<file path="src/rtl/wb_sdrc_arbiter.sv">
// wb_sdrc_arbiter: round-robin two-master Wishbone arbiter with ack timeout in front of the SDRAM controller slave port
module wb_sdrc_arbiter #(
  parameter int AW = 32,
  parameter int DW = 32,
  parameter int SW = DW / 8,
  parameter int ACK_TIMEOUT = 255,
  parameter int TW = 8,
  parameter int CW = 8
) (
  input  logic          wb_clk_i,
  input  logic          wb_rst_i,
  input  logic          sdr_init_done_i,
  input  logic          m0_cyc_i,
  input  logic          m0_stb_i,
  input  logic          m0_we_i,
  input  logic [SW-1:0] m0_sel_i,
  input  logic [AW-1:0] m0_adr_i,
  input  logic [DW-1:0] m0_dat_i,
  output logic [DW-1:0] m0_dat_o,
  output logic          m0_ack_o,
  output logic          m0_err_o,
  input  logic          m1_cyc_i,
  input  logic          m1_stb_i,
  input  logic          m1_we_i,
  input  logic [SW-1:0] m1_sel_i,
  input  logic [AW-1:0] m1_adr_i,
  input  logic [DW-1:0] m1_dat_i,
  output logic [DW-1:0] m1_dat_o,
  output logic          m1_ack_o,
  output logic          m1_err_o,
  output logic          s_cyc_o,
  output logic          s_stb_o,
  output logic          s_we_o,
  output logic [SW-1:0] s_sel_o,
  output logic [AW-1:0] s_adr_o,
  output logic [DW-1:0] s_dat_o,
  input  logic [DW-1:0] s_dat_i,
  input  logic          s_ack_i,
  output logic [1:0]    gnt_o,
  output logic [CW-1:0] tmo_cnt_o
);
  localparam logic [1:0] IDLE = 2'd0;
  localparam logic [1:0] GNT0 = 2'd1;
  localparam logic [1:0] GNT1 = 2'd2;
  logic [1:0]    state, state_nx;
  logic          last, last_nx;
  logic [TW-1:0] timer;
  logic          g0, g1, x_stb, err_now;
  always_comb begin
    state_nx = state;
    last_nx  = last;
    case (state)
      IDLE: if (sdr_init_done_i)
        state_nx = (m0_cyc_i & m1_cyc_i) ? (last ? GNT0 : GNT1) :
                   m0_cyc_i ? GNT0 : m1_cyc_i ? GNT1 : IDLE;
      GNT0: if (!m0_cyc_i) begin
        last_nx  = 1'b0;
        state_nx = (m1_cyc_i & sdr_init_done_i) ? GNT1 : IDLE;
      end
      GNT1: if (!m1_cyc_i) begin
        last_nx  = 1'b1;
        state_nx = (m0_cyc_i & sdr_init_done_i) ? GNT0 : IDLE;
      end
      default: state_nx = IDLE;
    endcase
  end
  assign g0      = state == GNT0;
  assign g1      = state == GNT1;
  assign gnt_o   = {g1, g0};
  assign x_stb   = g0 ? m0_stb_i : g1 ? m1_stb_i : 1'b0;
  assign s_cyc_o = g0 ? m0_cyc_i : g1 ? m1_cyc_i : 1'b0;
  assign err_now = s_cyc_o & x_stb & (timer == TW'(ACK_TIMEOUT - 1)) & ~s_ack_i;
  assign s_stb_o = x_stb & ~err_now;
  assign s_we_o  = g0 ? m0_we_i : g1 ? m1_we_i : 1'b0;
  assign s_sel_o = g0 ? m0_sel_i : g1 ? m1_sel_i : '0;
  assign s_adr_o = g1 ? m1_adr_i : m0_adr_i;
  assign s_dat_o = g1 ? m1_dat_i : m0_dat_i;
  assign m0_dat_o = s_dat_i;
  assign m1_dat_o = s_dat_i;
  assign m0_ack_o = g0 & m0_cyc_i & s_ack_i;
  assign m1_ack_o = g1 & m1_cyc_i & s_ack_i;
  assign m0_err_o = g0 & err_now;
  assign m1_err_o = g1 & err_now;
  always_ff @(posedge wb_clk_i) begin
    if (wb_rst_i) begin
      state     <= IDLE;
      last      <= 1'b1;
      timer     <= '0;
      tmo_cnt_o <= '0;
    end else begin
      state     <= state_nx;
      last      <= last_nx;
      timer     <= (s_cyc_o & s_stb_o & ~s_ack_i & (state_nx == state)) ? timer + 1'b1 : '0;
      if (err_now & ~&tmo_cnt_o)
        tmo_cnt_o <= tmo_cnt_o + 1'b1;
    end
  end
endmodule

</file>
<file path="config.mk">
export PLATFORM = sky130hd
export DESIGN_NAME = wb_sdrc_arbiter
export DESIGN_NICKNAME = d
export VERILOG_FILES = /design/src/rtl/wb_sdrc_arbiter.sv
export SDC_FILE = /design/constraint.sdc
export NUM_CORES = 1
export LEC_CHECK = 0
export CAP_MARGIN = 25
export CELL_PAD_IN_SITES_DETAIL_PLACEMENT = 1
export CELL_PAD_IN_SITES_GLOBAL_PLACEMENT = 2
export CORE_UTILIZATION = 10
export DETAILED_ROUTE_END_ITERATION = 10
export PLACE_DENSITY = 0.84
export SLEW_MARGIN = 20
export SYNTH_ARGS = -nofsm -noshare
export SYNTH_HDL_FRONTEND = slang
export SYNTH_SLANG_ARGS = --single-unit
export TNS_END_PERCENT = 100
</file>
<file path="constraint.sdc">
create_clock -name wb_clk_i -period 2.15 [get_ports wb_clk_i]
set_input_delay 0.5375 -clock wb_clk_i [delete_from_list [all_inputs] [get_ports wb_clk_i]]
set_output_delay 0.5375 -clock wb_clk_i [all_outputs]
set_load 0.02 [all_outputs]
</file>
==> out/results.txt, run 1 <==
status = complete, but fails checks
failing checks = negative setup slack
worst skew pair latency = 0.25 ns
Rel. slew slack = 66.48%
flop-to-flop setup slack = 0.06 ns
Avg WL per Cell = 13.84 um
DR pass1 iterations = 4
post-synthesis mux area share = 0.4683%
total CTS buffers = 3
CP endpoint kind = output pin
clk_skew = 0.004982 ns
worst setup path start = m0_stb_i
beginning of the worst hold path = tmo_cnt_o[1]
Vias = 3251
die area = 24670 um^2
Tcrit/Tclk final = 101.1%
static leakage = 2.379 nW
row cnt = 56
Root Buffer = clkbuf_16
Synth cell types = 44
fin crit period = 2.173 ns
maximum vdd drop = 0.1935 mV
pre-CTS WS = -0.7768 ns
layout cell share with drive strength beyond 1 = 25.91%
worst hold path type = reg -> reg
Pwr Density = 318.0 nW/um^2
critical path startpoint category = primary input
IO Pins = 327
WL met1 = 4.853 mm
Yosys reg bits = 19
yosys warns = 0
core region area = 23540 um^2
highest metal used = met4
via/cell ratio = 3.515
Max Cap Viol = 0
overall routing resource usage = 9.359%
hold_ws = 0.5138 ns
total negative slack = -0.02341 ns
Final Hold Viols = 0
WS Path Type = in -> out
asr flop ratio synth = 0%
largest net degree at the start of global routing = 25
Layout Area Growth over Synthesis = 109.8%
Synth Area in Adders = 1.561%
H-tree Lvls = 1
grt ovf = 0
largest family of logic cells by synthesized area = simple AND/OR/NAND/NOR gates
Initial Util = 10.21%
Die Width = 157.1 um
Final WS setup = -0.02341 ns
synthesized area = 2405 um^2
Max FO, Critical Path = 3
placed cell count = 907
EDFF count, synth = 0
Avg Inst Size Synth = 6.012 um^2
I/O Buffers = 230
antenna violations before repair = 1
clock sink count = 19
most common flop cell mapped by yosys = dfxtp_1
design area = 5046 um^2
Total Power = 1.605 mW
DR WL met3 = 1.085 mm
sequential fraction of the synthesis area = 15.82%
fraction of the mapped netlist area in compound gates = 9.573%
first-pass GRT wire length = 17.76 mm
Die H = 157.1 um
number of hold buffers added after CTS = 0
CTS tree = done
global placement routability congestion = 0.6975
Post-Route Utilization = 21.43%
placed cell areas = 4891 um^2
most frequent cells in the layout = nand2_1, clkdlybuf4s50_1, buf_2
Synth Area in XOR/XNOR = 2.185%
Post-Synth Simple-Gate Area = 44.95%
Worst-Margin Slew = 0.5005 ns
fmax = 0.4601 GHz
drt total wl = 12.80 mm
HPWL after detailed placement = 9.618 mm
Layout Nets = 788
Crit path required time = 1.61 ns
drt first-iter violations = 54
RSZ-0062 raised after global routing = true
Synth Instances = 400
Residual DRC = 0
vias in the first global route = 3414
# diodes = 0
Critical Path AT = 1.64 ns
routed wl met2 = 6.588 mm
reg2reg start = state[0]
setup violators final = 1
Synthesized Nets = 581
Max Root-Sink Buffers = 2
Antenna Violating Nets Remaining = 0
commonest non-fill, non-tap cell in the layout = nand2_1
Post-Layout Cell Count = 925
max-slew violation count = 0
CTS clk-pin slew, worst paths = 0.06 ns
-- sequential cells by signal, summed over array words and instances, names as in the netlist --
register and cells:
timer 8, last 1, tmo_cnt_o 8, state 2
-- power by group --
part           leakage, nW  internal (mW)  switching, mW
logic                 2.18          0.465          0.385
registers            0.155          0.355        0.00850
clock network       0.0409          0.250          0.141
-- final cells by class --
cell class	count	area, um^2
clock inverters	1	5.005
fillers	2904	18500
inverters	5	26.28
multi-input cells	290	1460
flip-flops and latches	19	387.9
repair buffers	288	2693
clock buffers	3	75.07
well taps	319	399.1
-- final timing paths --
kind                  endpoint  cells after the start
setup / recovery       s_stb_o                      6
hold / removal    tmo_cnt_o[1]                      2
setup reg to reg  tmo_cnt_o[6]                     12
hold reg to reg   tmo_cnt_o[1]                      2
-- layer usage --
layer / up-vias / global-route usage (%)
li1: 1622 / -
met1: 1457 / 9.305
met2: 147 / 18.65
met3: 25 / 2.726
met4: 0 / 2.450
met5: - / 0
-- cells in the mapped netlist (2+ instances only) --
master / number / area (um^2)
nor2b_1: 3 / 18.77
and3_1: 6 / 37.54
dfxtp_1: 19 / 380.4
nand4_1: 2 / 12.51
clkbuf_1: 16 / 60.06
nand3_1: 8 / 40.04
ha_1: 3 / 37.54
o31ai_1: 3 / 22.52
a22o_1: 5 / 43.79
buf_6: 3 / 33.78
xnor2_1: 4 / 35.03
nand2_1: 196 / 735.7
inv_1: 4 / 15.01
or4_1: 3 / 22.52
xor2_1: 2 / 17.52
o21ai_0: 2 / 10.01
nor3_1: 2 / 10.01
nor2_2: 8 / 50.05
nand2b_1: 2 / 12.51
a21oi_1: 11 / 55.05
nand3b_4: 2 / 40.04
nor2_1: 8 / 30.03
nor3b_1: 2 / 15.01
buf_4: 66 / 495.5
-- cells by family after synthesis --
kind of cell	count (synthesis)
DFF	19
buffers and inverters	91
AOI/OAI and AO/OA	31
and+or+nand+nor	249
adders and majority gates	3
xor gates and xnor gates	6
muxes	1
-- timing repair --
action                     in CTS  in global routing
setup endpoints to repair      89                 70
resized for setup             269                 43
gates cloned                    1                  5
buffers inserted                8                  0
pin swaps                       4                  5
-- worst max-delay path: stages --
cell	delay, ns
dlygate4sd2_1	0.25
nand3b_4	0.11
a221o_1	0.37
nor3_2	0.15
a21oi_1	0.06
buf_4	0.16
Note: power is estimated with default switching activity, not from simulation.
==> run 2, diff against run 1 <==
Settings changed: CAP_MARGIN 25 to 20, PLACE_DENSITY 0.84 to not set, PLACE_DENSITY_LB_ADDON set to 0.1.
==> run 2 against run 1 <==
  * Global-route usage up 2.6 points
  * Sequential share of layout area about the same
  * Critical path type is now reg -> out
  * Highest routed layer is now met5
  * The run still ends with negative setup slack left
  * Hold slack better by 0.0056 ns
  * Total power up 2.4%
  * Critical path depth unchanged
==> out/results.txt, run 2 (synthesis gave the netlist of run 1 again) <==
status = complete, but fails checks
failing checks = negative setup slack
Layout Area Growth over Synthesis = 110.8%
worst hold path type = reg -> reg
Worst path slowest cell = dfxtp_4
worst skew pair latency = 0.26 ns
switching share of power = 33.70%
commonest non-fill, non-tap cell in the layout = nand2_1
setup violators final = 2
Residual DRC = 0
drt total wl = 15.17 mm
fin crit period = 2.161 ns
H-tree Lvls = 1
Initial Util = 10.21%
Psw = 553.9 uW
Die H = 157.1 um
via/cell ratio = 3.577
Final Hold Viols = 0
CTS tree = done
CP endpoint kind = output pin
clock network power share = 24.3%
biggest registers after layout = timer x8, tmo_cnt_o x8, state x2
drt first-iter violations = 52
reg2reg start = state[0]
beginning of the worst hold path = tmo_cnt_o[7]
clk_skew = 0.005629 ns
static leakage = 2.344 nW
die area = 24670 um^2
Die Width = 157.1 um
Tcrit/Tclk final = 100.5%
RSZ-0062 raised after global routing = true
Layout Nets = 787
hold_ws = 0.5194 ns
reg2reg end = tmo_cnt_o[6]
clock sink count = 19
Filler cells = 2882
row cnt = 56
global placement routability congestion = 0.7129
crit-path cells = nand3b_1, buf_4, a221oi_2, buf_4, and3_4, buf_6
antenna violations before repair = 3
DR pass1 iterations = 4
total CTS buffers = 3
Crit path required time = 1.61 ns
Max FO, Critical Path = 7
IO Pins = 327
HPWL after detailed placement = 12.09 mm
Top cell by count, worst path = buf_4
core region area = 23540 um^2
Pwr Density = 324.2 nW/um^2
Logic pwr share = 53.7%
I/O Buffers = 230
Antenna Violating Nets Remaining = 0
internal power = 1.090 mW
Critical Path AT = 1.62 ns
Avg WL per Cell = 16.40 um
Worst-Margin Slew = 0.2604 ns
maximum vdd drop = 0.2145 mV
largest net degree at the start of global routing = 20
grt ovf = 0
most frequent cells in the layout = nand2_1, clkdlybuf4s50_1, buf_4
WS Path Type = reg -> out
fmax = 0.4627 GHz
pre-CTS WS = -0.8214 ns
vias in the first global route = 3601
overall routing resource usage = 12.00%
critical path startpoint category = flop
Rel. slew slack = 82.42%
CP max stage delay = 0.37 ns
Max Cap Viol = 0
max-slew violation count = 0
first-pass GRT wire length = 21.98 mm
share of power burned in registers = 22.0%
worst hold path depth = 2
Vias = 3309
Hold Path End = tmo_cnt_o[7]
layout cell share with drive strength beyond 1 = 27.77%
Final WS setup = -0.01105 ns
flop-to-flop setup slack = -0.01 ns
Max Root-Sink Buffers = 2
Root Buffer = clkbuf_16
CTS clk-pin slew, worst paths = 0.05 ns
Reg2Reg Depth = 14
number of hold buffers added after CTS = 0
[run 2: changes by cell type in the layout (fill, tap and decap cells not counted), sizes merged]
| cell | previous run | this run |
|---|---|---|
| buf | 106 | 131 |
| bufbuf | 0 | 1 |
| clkbuf | 12 | 7 |
| clkdlybuf4s15 | 21 | 3 |
| clkinv | 1 | 0 |
| diode | 0 | 1 |
| dlygate4sd2 | 4 | 1 |
[run 2: layout make-up]
class	count	area [um^2]	share of cell area, %
diodes	1	2.502	0.04936
repair buffers	287	2694	53.13
well taps	319	399.1	7.873
flip-flops and latches	19	387.9	7.651
inverters	5	26.28	0.5183
multi-input cells	290	1481	29.22
clock buffers	4	78.83	1.555
[run 2: through the flow]
stage	setup TNS [ns]	instance area (um^2)	power (mW)	utilization, %	instances
floorplan	0	2405	0.8516	-	400
global placement	-16.11	4791	1.264	20.35	895
detailed placement	-17.87	4791	1.265	20.35	895
CTS	-0.2361	4928	1.639	20.93	918
global route	-0.3412	5070	1.730	21.53	925
finish	-0.01756	5070	1.643	21.53	925
[run 2: worst max path at each step]
stage	start	to	slack, ns	cells after the start
floorplan	m0_cyc_i	s_stb_o	0.15	5
global placement	m0_cyc_i	m1_err_o	-0.86	6
detailed placement	m0_cyc_i	s_stb_o	-0.82	6
CTS	state[1]	s_dat_o[25]	-0.04	7
global route	state[0]	tmo_cnt_o[6]	-0.12	14
finish	state[0]	m1_err_o	-0.01	6
[run 2: routing by layer]
layer | global-route usage [%] | share of wire [%] | vias up
met3 | 3.607 | 7.7 | 19
met4 | 1.664 | 1.0 | 4
met2 | 24.97 | 56 | 128
li1 | - | - | 1626
met5 | 0 | 0.18 | -
met1 | 11.55 | 35 | 1532
[run 2: power by group through the flow]
stage | Clock, mW | Sequential [mW] | Combinational [mW]
floorplan | 0 | 0.366 | 0.485
global placement | 0 | 0.369 | 0.895
detailed placement | 0 | 0.370 | 0.895
CTS | 0.410 | 0.362 | 0.867
global route | 0.422 | 0.363 | 0.945
finish | 0.399 | 0.362 | 0.883
[run 2: worst max-delay path, delay by kind of cell (launching register included)]
family | cells | cell delay [ns]
and+or+nand+nor | 2 | 0.36
AOI/OAI and AO/OA | 1 | 0.20
buffers and inverters | 3 | 0.44
DFF | 1 | 0.37
[run 2: what timing repair did]
| item | in CTS | in global routing |
|---|---|---|
| buffers inserted | 15 | 5 |
| pin swaps | 5 | 4 |
| resized for setup | 297 | 54 |
| cloned | 4 | 1 |
| setup endpoints to repair | 82 | 53 |
